==> src/rtl/lcd_spi_tx_if.sv <==
// lcd_spi_tx_if: byte handshake between the LCD init/draw sequencer and lcd_spi_tx.
// The sequencer uses the master modport and the transmitter uses the slave modport.
interface lcd_spi_tx_if;
    logic       tx_valid;
    logic       tx_ready;
    logic [7:0] tx_data;
    logic       tx_dc;
    logic       tx_last;
    logic       busy;

    modport master (
        output tx_valid, tx_data, tx_dc, tx_last,
        input  tx_ready, busy
    );

    modport slave (
        input  tx_valid, tx_data, tx_dc, tx_last,
        output tx_ready, busy
    );
endinterface

==> src/rtl/lcd_spi_tx.sv <==
// lcd_spi_tx: byte-level SPI mode-0 (CPOL=0, CPHA=0) transmitter for the LCD panel.
// Shifts one byte MSB-first per handshake and drives chip-select and D/C.
// Define LCD_SPI_BURST_EN to keep CS asserted across bytes until one tagged tx_last.
module lcd_spi_tx #(
    parameter int unsigned CLK_DIV = 2
) (
    input  logic        clk,
    input  logic        rst,
    lcd_spi_tx_if.slave tx,
    output logic        lcd_spi_sclk,
    output logic        lcd_spi_mosi,
    output logic        lcd_spi_cs,
    output logic        lcd_dc
);

    localparam logic [2:0] ST_IDLE  = 3'd0;
    localparam logic [2:0] ST_SHIFT = 3'd1;
    localparam logic [2:0] ST_TAIL  = 3'd2;
    localparam logic [2:0] ST_GAP   = 3'd3;
`ifdef LCD_SPI_BURST_EN
    localparam logic [2:0] ST_WAIT  = 3'd4;
`endif

    localparam logic [7:0] DIV_LAST = 8'(CLK_DIV - 1);

    logic [2:0] state_q, state_d;
    logic [7:0] div_q,   div_d;
    logic [2:0] bit_q,   bit_d;
    logic [7:0] data_q,  data_d;
    logic       sclk_q,  sclk_d;
    logic       mosi_q,  mosi_d;
    logic       cs_q,    cs_d;
    logic       dc_q,    dc_d;
`ifdef LCD_SPI_BURST_EN
    logic       last_q,  last_d;
`else
    logic       unused_last;
    assign unused_last = tx.tx_last;
`endif

    logic accept;
    logic div_wrap;

`ifdef LCD_SPI_BURST_EN
    assign tx.tx_ready = (state_q == ST_IDLE) || (state_q == ST_WAIT);
`else
    assign tx.tx_ready = (state_q == ST_IDLE);
`endif
    assign tx.busy   = (state_q != ST_IDLE);
    assign accept    = tx.tx_valid && tx.tx_ready;
    assign div_wrap  = (div_q == DIV_LAST);

    assign lcd_spi_sclk = sclk_q;
    assign lcd_spi_mosi = mosi_q;
    assign lcd_spi_cs   = cs_q;
    assign lcd_dc       = dc_q;

    // Next-state logic: handshake capture, SCLK phase/bit sequencing, CS hold and deselect timing.
    always_comb begin
        state_d = state_q;
        div_d   = div_q;
        bit_d   = bit_q;
        data_d  = data_q;
        sclk_d  = sclk_q;
        mosi_d  = mosi_q;
        cs_d    = cs_q;
        dc_d    = dc_q;
`ifdef LCD_SPI_BURST_EN
        last_d  = last_q;
`endif
        if (accept) begin
            state_d = ST_SHIFT;
            div_d   = '0;
            bit_d   = 3'd7;
            data_d  = tx.tx_data;
            sclk_d  = 1'b0;
            mosi_d  = tx.tx_data[7];
            cs_d    = 1'b0;
            dc_d    = tx.tx_dc;
`ifdef LCD_SPI_BURST_EN
            last_d  = tx.tx_last;
`endif
        end else begin
            case (state_q)
                ST_SHIFT: begin
                    div_d = div_wrap ? '0 : div_q + 8'd1;
                    if (div_wrap) begin
                        if (!sclk_q) begin
                            sclk_d = 1'b1;
                        end else begin
                            sclk_d = 1'b0;
                            if (bit_q != 3'd0) begin
                                bit_d  = bit_q - 3'd1;
                                mosi_d = data_q[bit_q - 3'd1];
                            end else begin
`ifdef LCD_SPI_BURST_EN
                                state_d = last_q ? ST_TAIL : ST_WAIT;
`else
                                state_d = ST_TAIL;
`endif
                            end
                        end
                    end
                end
                ST_TAIL: begin
                    div_d = div_wrap ? '0 : div_q + 8'd1;
                    if (div_wrap) begin
                        state_d = ST_GAP;
                        cs_d    = 1'b1;
                    end
                end
                ST_GAP: begin
                    div_d = div_wrap ? '0 : div_q + 8'd1;
                    if (div_wrap) begin
                        state_d = ST_IDLE;
                    end
                end
                default: begin
                    // IDLE and WAIT hold every pin and counter until the next accept
                end
            endcase
        end
    end

    // State and pin registers with synchronous reset to the idle pin levels.
    always_ff @(posedge clk) begin
        if (rst) begin
            state_q <= ST_IDLE;
            div_q   <= '0;
            bit_q   <= '0;
            data_q  <= '0;
            sclk_q  <= 1'b0;
            mosi_q  <= 1'b0;
            cs_q    <= 1'b1;
            dc_q    <= 1'b0;
`ifdef LCD_SPI_BURST_EN
            last_q  <= 1'b0;
`endif
        end else begin
            state_q <= state_d;
            div_q   <= div_d;
            bit_q   <= bit_d;
            data_q  <= data_d;
            sclk_q  <= sclk_d;
            mosi_q  <= mosi_d;
            cs_q    <= cs_d;
            dc_q    <= dc_d;
`ifdef LCD_SPI_BURST_EN
            last_q  <= last_d;
`endif
        end
    end

endmodule
==> src/flat_wrapper.sv <==
// flat-port wrapper written by rule: the top's interface ports become plain ports
module lcd_spi_tx_flat 
#(
    parameter int unsigned CLK_DIV = 2
)
  (clk, rst, lcd_spi_sclk, lcd_spi_mosi, lcd_spi_cs, lcd_dc, tx_tx_valid, tx_tx_data, tx_tx_dc, tx_tx_last, tx_tx_ready, tx_busy);
  lcd_spi_tx_if tx_i ();
  input  logic clk;
  input  logic rst;
  output logic lcd_spi_sclk;
  output logic lcd_spi_mosi;
  output logic lcd_spi_cs;
  output logic lcd_dc;
  input wire logic [$bits(tx_i.tx_valid)-1:0] tx_tx_valid;
  input wire logic [$bits(tx_i.tx_data)-1:0] tx_tx_data;
  input wire logic [$bits(tx_i.tx_dc)-1:0] tx_tx_dc;
  input wire logic [$bits(tx_i.tx_last)-1:0] tx_tx_last;
  output wire logic [$bits(tx_i.tx_ready)-1:0] tx_tx_ready;
  output wire logic [$bits(tx_i.busy)-1:0] tx_busy;
  assign tx_i.tx_valid = tx_tx_valid;
  assign tx_i.tx_data = tx_tx_data;
  assign tx_i.tx_dc = tx_tx_dc;
  assign tx_i.tx_last = tx_tx_last;
  assign tx_tx_ready = tx_i.tx_ready;
  assign tx_busy = tx_i.busy;
  lcd_spi_tx #(.CLK_DIV(CLK_DIV)) u_core (.clk(clk), .rst(rst), .tx(tx_i), .lcd_spi_sclk(lcd_spi_sclk), .lcd_spi_mosi(lcd_spi_mosi), .lcd_spi_cs(lcd_spi_cs), .lcd_dc(lcd_dc));
endmodule
==> config.mk <==
export PLATFORM = sky130hd
export DESIGN_NAME = lcd_spi_tx_flat
export DESIGN_NICKNAME = d
export VERILOG_FILES = /design/src/rtl/lcd_spi_tx_if.sv /design/src/rtl/lcd_spi_tx.sv /design/src/flat_wrapper.sv
export SDC_FILE = /design/constraint.sdc
export NUM_CORES = 1
export LEC_CHECK = 0
export CAP_MARGIN = 10
export CORE_ASPECT_RATIO = 1.75
export CORE_MARGIN = 4
export CORE_UTILIZATION = 50
export DETAILED_ROUTE_END_ITERATION = 7
export PLACE_DENSITY = 0.75
export SKIP_CTS_REPAIR_TIMING = 1
export SLEW_MARGIN = 20
export SYNTH_ARGS = -nofsm -noshare
export SYNTH_HDL_FRONTEND = slang
export SYNTH_SLANG_ARGS = --single-unit
==> constraint.sdc <==
create_clock -name clk -period 2.7 [get_ports clk]
set_input_delay 0.81 -clock clk [delete_from_list [all_inputs] [get_ports clk]]
set_output_delay 0.81 -clock clk [all_outputs]
set_load 0.01 [all_outputs]
# After elaboration in Yosys (flattened, before gate mapping)
# Index checks and enable logic that the tools add are counted.
[word_totals]
register_bits = 26
inputBits = 13
output_inout_bits = 6
wordCells = 68
[op_classes]
addsub = 2
n_lt_le_gt_ge = 1
eq_ne = 14
mux = 24
n_reduce_logical = 18
[op_table]
columns = ["operator", "n"]
rows = [
  ["2-to-1 mux 3 bit", 10],
  ["inequality test 3 x 1 -> 1 bit, second input constant", 4],
  ["AND reduction 6 bit", 2],
  ["2-to-1 mux 1 bit", 11],
  ["nonzero test 2 bit", 5],
  ["case mux 3 bit (3 select lines)", 1],
  ["nonzero test 3 bit", 3],
  ["adder 8 x 1 -> 8 bit, second input constant", 1],
  ["equality test 8 x 1 -> 1 bit, second input constant", 1],
  ["2-to-1 mux 8 bit", 1],
  ["inequality test 2 x 1 -> 1 bit, second input constant", 4],
  ["equality test 3 x 2 -> 1 bit, second input constant", 2],
  ["less-than comparator 3 x 4 -> 1 bit, second input constant", 1],
  ["AND reduction 2 bit", 2],
  ["AND reduction 4 bit", 1],
  ["nonzero test 4 bit", 1],
  ["binary-select mux 1 bit (select 3 bit)", 1],
  ["equality test 3 x 1 -> 1 bit, second input constant", 1],
  ["zero test 3 bit", 1],
  ["inequality test 3 x 2 -> 1 bit, second input constant", 1],
  ["OR reduction 3 bit", 1],
  ["subtractor 3 x 1 -> 3 bit, second input constant", 1],
  ["inequality test 2 bit, second input constant", 1],
  ["OR reduction 2 bit", 1],
  ["logical AND 1 bit", 1],
]

# Depth between registers and ports, before layout
[depth]
ltp_word = 8
depth_mapped = 7

# Least setup slack after synthesis
# Ideal clock, no wire load.
[synth_timing]
path_kind = "reg2reg"
start = "register u_core.bit_q[0]"
end = "register u_core.mosi_q (netlist: u_core.lcd_spi_mosi)"
setup_ns = 0.132
t_arrival_ns = 1.830
required_ns = 2.568
slack_ns = 0.738
path_stages_with_launch = 7
path_buffers = 0
path_cell_list = "dfxtp_1 -> inv_1 -> ha_1 -> mux4_2 -> mux2_2 -> o311ai_1 -> a21oi_1"
[synth_between]
elab_chain_cells = 8
word_cells_on_any_way = 11
[synth_rtl]
columns = ["element", "line_no", "source"]
rows = [
  ["start: declaration", "lcd_spi_tx.sv:28", "logic [2:0] bit_q, bit_d;"],
  ["start signal: assignment", "lcd_spi_tx.sv:142", "bit_q <= bit_d;"],
  ["subtractor 3 x 1 -> 3 bit", "lcd_spi_tx.sv:94", "mosi_d = data_q[bit_q - 3'd1];"],
  ["binary-select mux 1 bit (select 3 bit)", "lcd_spi_tx.sv:94", ""],
  ["2-to-1 mux 1 bit (implied by the code)", "lcd_spi_tx.sv:94", ""],
  ["2-to-1 mux 1 bit", "lcd_spi_tx.sv:92", "if (bit_q != 3'd0) begin"],
  ["2-to-1 mux 1 bit", "lcd_spi_tx.sv:88", "if (!sclk_q) begin"],
  ["2-to-1 mux 1 bit", "lcd_spi_tx.sv:87", "if (div_wrap) begin"],
  ["2-to-1 mux 1 bit", "lcd_spi_tx.sv:84", "case (state_q)"],
  ["2-to-1 mux 1 bit", "lcd_spi_tx.sv:71", "if (accept) begin"],
  ["end signal: assignment", "lcd_spi_tx.sv:145", "mosi_q <= mosi_d;"],
  ["end: declaration", "lcd_spi_tx.sv:31", "logic mosi_q, mosi_d;"],
]
# Parallel ways exist; a longest one is shown, timed or not. The select of a mux whose other input is x is not followed.
# A chain may end at the register's enable or synchronous reset.

# Final worst setup path
[layout_timing]
start = "register u_core.state_q[0]"
end = "output port tx_busy"
[layout_between]
elab_chain_cells = 1
[layout_rtl]
columns = ["element", "line_no", "source"]
rows = [
  ["start: declaration", "lcd_spi_tx.sv:26", "logic [2:0] state_q, state_d;"],
  ["start signal: assignment", "lcd_spi_tx.sv:140", "state_q <= state_d;"],
  ["nonzero test 3 bit", "lcd_spi_tx.sv:49", "assign tx.busy = (state_q != ST_IDLE);"],
  ["end: declaration", "flat_wrapper.sv:19", "output wire logic [$bits(tx_i.busy)-1:0] tx_busy;"],
]
# No other way between the ends.

==> key figures <==
Outcome
  – Outcome: complete, no violations

Yosys
  – Syn Std Cell Area: 1277 sq um
  – Most common cell in the synthesized netlist: dfxtp_1
  – EDFF count, synth: 0
  – Post-Synthesis Cells: 148
  – Async SR Flop Fraction: 0%
  – Post-synth top area cell: dfxtp_1
  – Most instantiated cells after synthesis: 25 x dfxtp_1, 23 x nand2_1, 18 x a21oi_1, 11 x ha_1, 11 x nor2_1
  – Flops & latches, synth: 25
  – Largest cells by area after synthesis: dfxtp_1 39%, ha_1 11%, a21oi_1 7.1%
  – Yosys warns: 0
  – Register area share after synthesis: 39.18%
  – Ys flop type: dfxtp_1
  – Syn Area/Cell: 8.632 sq um
  – Unique masters post-synth: 31
  – Post-synth top area share: 39.18%
  – Synthesized Nets: 172

Routing
  – Vias: 1082
  – Max layer used: met4
  – Metal2 WL: 1481 microns
  – Vias/cell: 5.665
  – Post-route ant nets: 0
  – Routed WL: 2629 microns
  – Drt first pass iters: 4
  – DRC errors left: 0
  – WL/cell: 13.76 microns
  – First DRT Iteration DRCs: 36
  – Met3 WL post-DR: 125 microns
  – Metal-1 WL: 983 microns

Clock network
  – Clk sinks: 25
  – CTS tree: built
  – Clock latency on the worst-skew pair: 0.27 ns
  – Largest buffer count on any clock path: 2
  – Root Driver: clkbuf_8
  – Num CTS Buffers: 3
  – H-tree Lvls: 1
  – Worst-path clk slew: 0.09 ns

Final layout
  – Register area: 500.5 sq um
  – Number of fillers in the final layout: 227
  – Antenna cells: 0
  – Util after Layout: 61.53%
  – Area occupied by multi-input gates: 724.4 sq um
  – Area Growth Syn to Fin: 18.61%
  – Fin nets: 190
  – Layout cells sized above 1: 6.667%
  – Fin area: 1515 sq um

Power and ir drop
  – Cell leakage power: 0.5719 nW
  – Final Total Pwr: 1.210 mW
  – IR drop worst, VDD: 0.4313 mV
  – Power per cell area: 798.8 nW/um^2

Global routing
  – Gr ovfl total: 0
  – Vias in the first global route: 1075
  – Antenna violations before repair: 0
  – All-Layer GR Usage: 17.61%
  – First-pass GRT wire length: 4471 microns
  – Largest net degree at the start of global routing: 16

Critical path
  – Startpoint Class: flop
  – Worst Setup End Kind: output pin
  – Crit-path max FO: 6
  – Worst path required time: 1.89 ns
  – Worst Path Arrival: 1.68 ns
  – Kind of critical path: reg -> out

Floorplanning
  – Die width: 46.21 microns
  – Chip height: 74.87 microns
  – # IOs: 19
  – Row count: 24
  – Initial Utilization: 51.88%
  – Die Area: 3460 sq um
  – Core area: 2462 sq um

Timing
  – Final period util: 92.24%
  – Top achievable clock speed: 401.5 MHz
  – Clk_skew: 0.002461 ns
  – Final min period: 2.490 ns
  – Final setup viols: 0
  – Rel. slew slack: 62.71%
  – Worst-Margin Slew: 0.5535 ns
  – RSZ-0062 raised after global routing: false
  – Final setup margin: 0.2096 ns
  – Max-slew violation count: 0
  – Fin. Hold Viols: 0
  – Final TNS setup: 0 ns

Placed design
  – Post-placement cell area: 1469 sq um
  – Final Wtd Congestion: 0.7761
  – HPWL after DPL: 2001 microns
  – IO buf count: 17
  – Post-Place Setup Slack: 0.4399 ns

Job
  – Max cap viols: 0

Min path
  – Hold/Removal Path Class: reg -> reg
==> registers in the layout, summed over array words and instances (netlist names) <==
register             count
u_core.data_q            8
u_core.div_q             8
u_core.bit_q             3
u_core.state_q           2
u_core.lcd_dc            1
u_core.lcd_spi_cs        1
u_core.lcd_spi_mosi      1
u_core.lcd_spi_sclk      1
==> stage by stage <==
step                      cells  hold WS (ns)
final                       191        0.4581
after global routing        191        0.4795
after CTS                   191        0.4608
after detailed placement    187        0.4480
after global placement      187        0.4418
after floorplan             148        0.4331
==> where the power goes <==
| group | switching (mW) | internal (mW) | total (mW) |
|---|---|---|---|
| combinational | 0.270 | 0.232 | 0.502 |
| clock | 0.122 | 0.103 | 0.226 |
| sequential | 0.0552 | 0.427 | 0.482 |
| total | 0.448 | 0.762 | 1.21 |
==> placed cells by master (no fill, tap or decap), types with 4 or more instances in the layout <==
master | netlist | layout
a21oi_1 | 18 | 18
clkdlybuf4s50_1 | 0 | 17
dfxtp_1 | 25 | 25
ha_1 | 11 | 11
inv_1 | 9 | 9
nand2_1 | 23 | 23
nor2_1 | 11 | 11
nor3_1 | 5 | 5
o21ai_0 | 6 | 6
xnor2_1 | 4 | 4
xor2_1 | 5 | 5
==> layout make-up <==
| cell class | count | area share [%] |
|---|---|---|
| Inverter | 9 | 2.230 |
| Timing Repair Buffer | 18 | 11.73 |
| Sequential cell | 25 | 33.03 |
| Clock inverter | 1 | 0.3303 |
| Tap cell | 26 | 2.147 |
| Multi-Input combinational cell | 109 | 47.81 |
| Clock buffer | 3 | 2.725 |
==> worst max-delay path: stages, from the launching register on <==
cell and delay (ns):
dfxtp_1 0.45, inv_1 0.12, ha_1 0.25, inv_1 0.07, clkdlybuf4s50_1 0.53
==> cells by family (layout without fill, tap and decap cells) <==
kind of cell    Yosys count  count (layout)  synth area share [%]
simple gates             56              56                 21.94
fa+ha+maj                11              11                 10.77
buf+inv                  14              31                 4.113
xor+xnor                  9               9                 6.170
compound gates           30              30                 13.42
flops                    25              25                 39.18
mux                       3               3                 4.407
==> layer usage <==
layer	vias up	GRT usage (%)
li1	534	-
met1	520	18.59
met2	24	33.13
met3	4	3.349
met4	0	5.696
met5	-	0
==> worst paths after layout <==
check,startpoint,end,slack (ns),cells after the start
hold reg to reg,u_core.data_q[0],u_core.data_q[0],0.46,2
hold / removal,u_core.data_q[0],u_core.data_q[0],0.46,2
setup reg to reg,u_core.bit_q[0],u_core.lcd_spi_mosi,0.53,6
setup / recovery,u_core.state_q[0],tx_busy,0.21,4
Note: power is estimated with default switching activity, not from simulation.
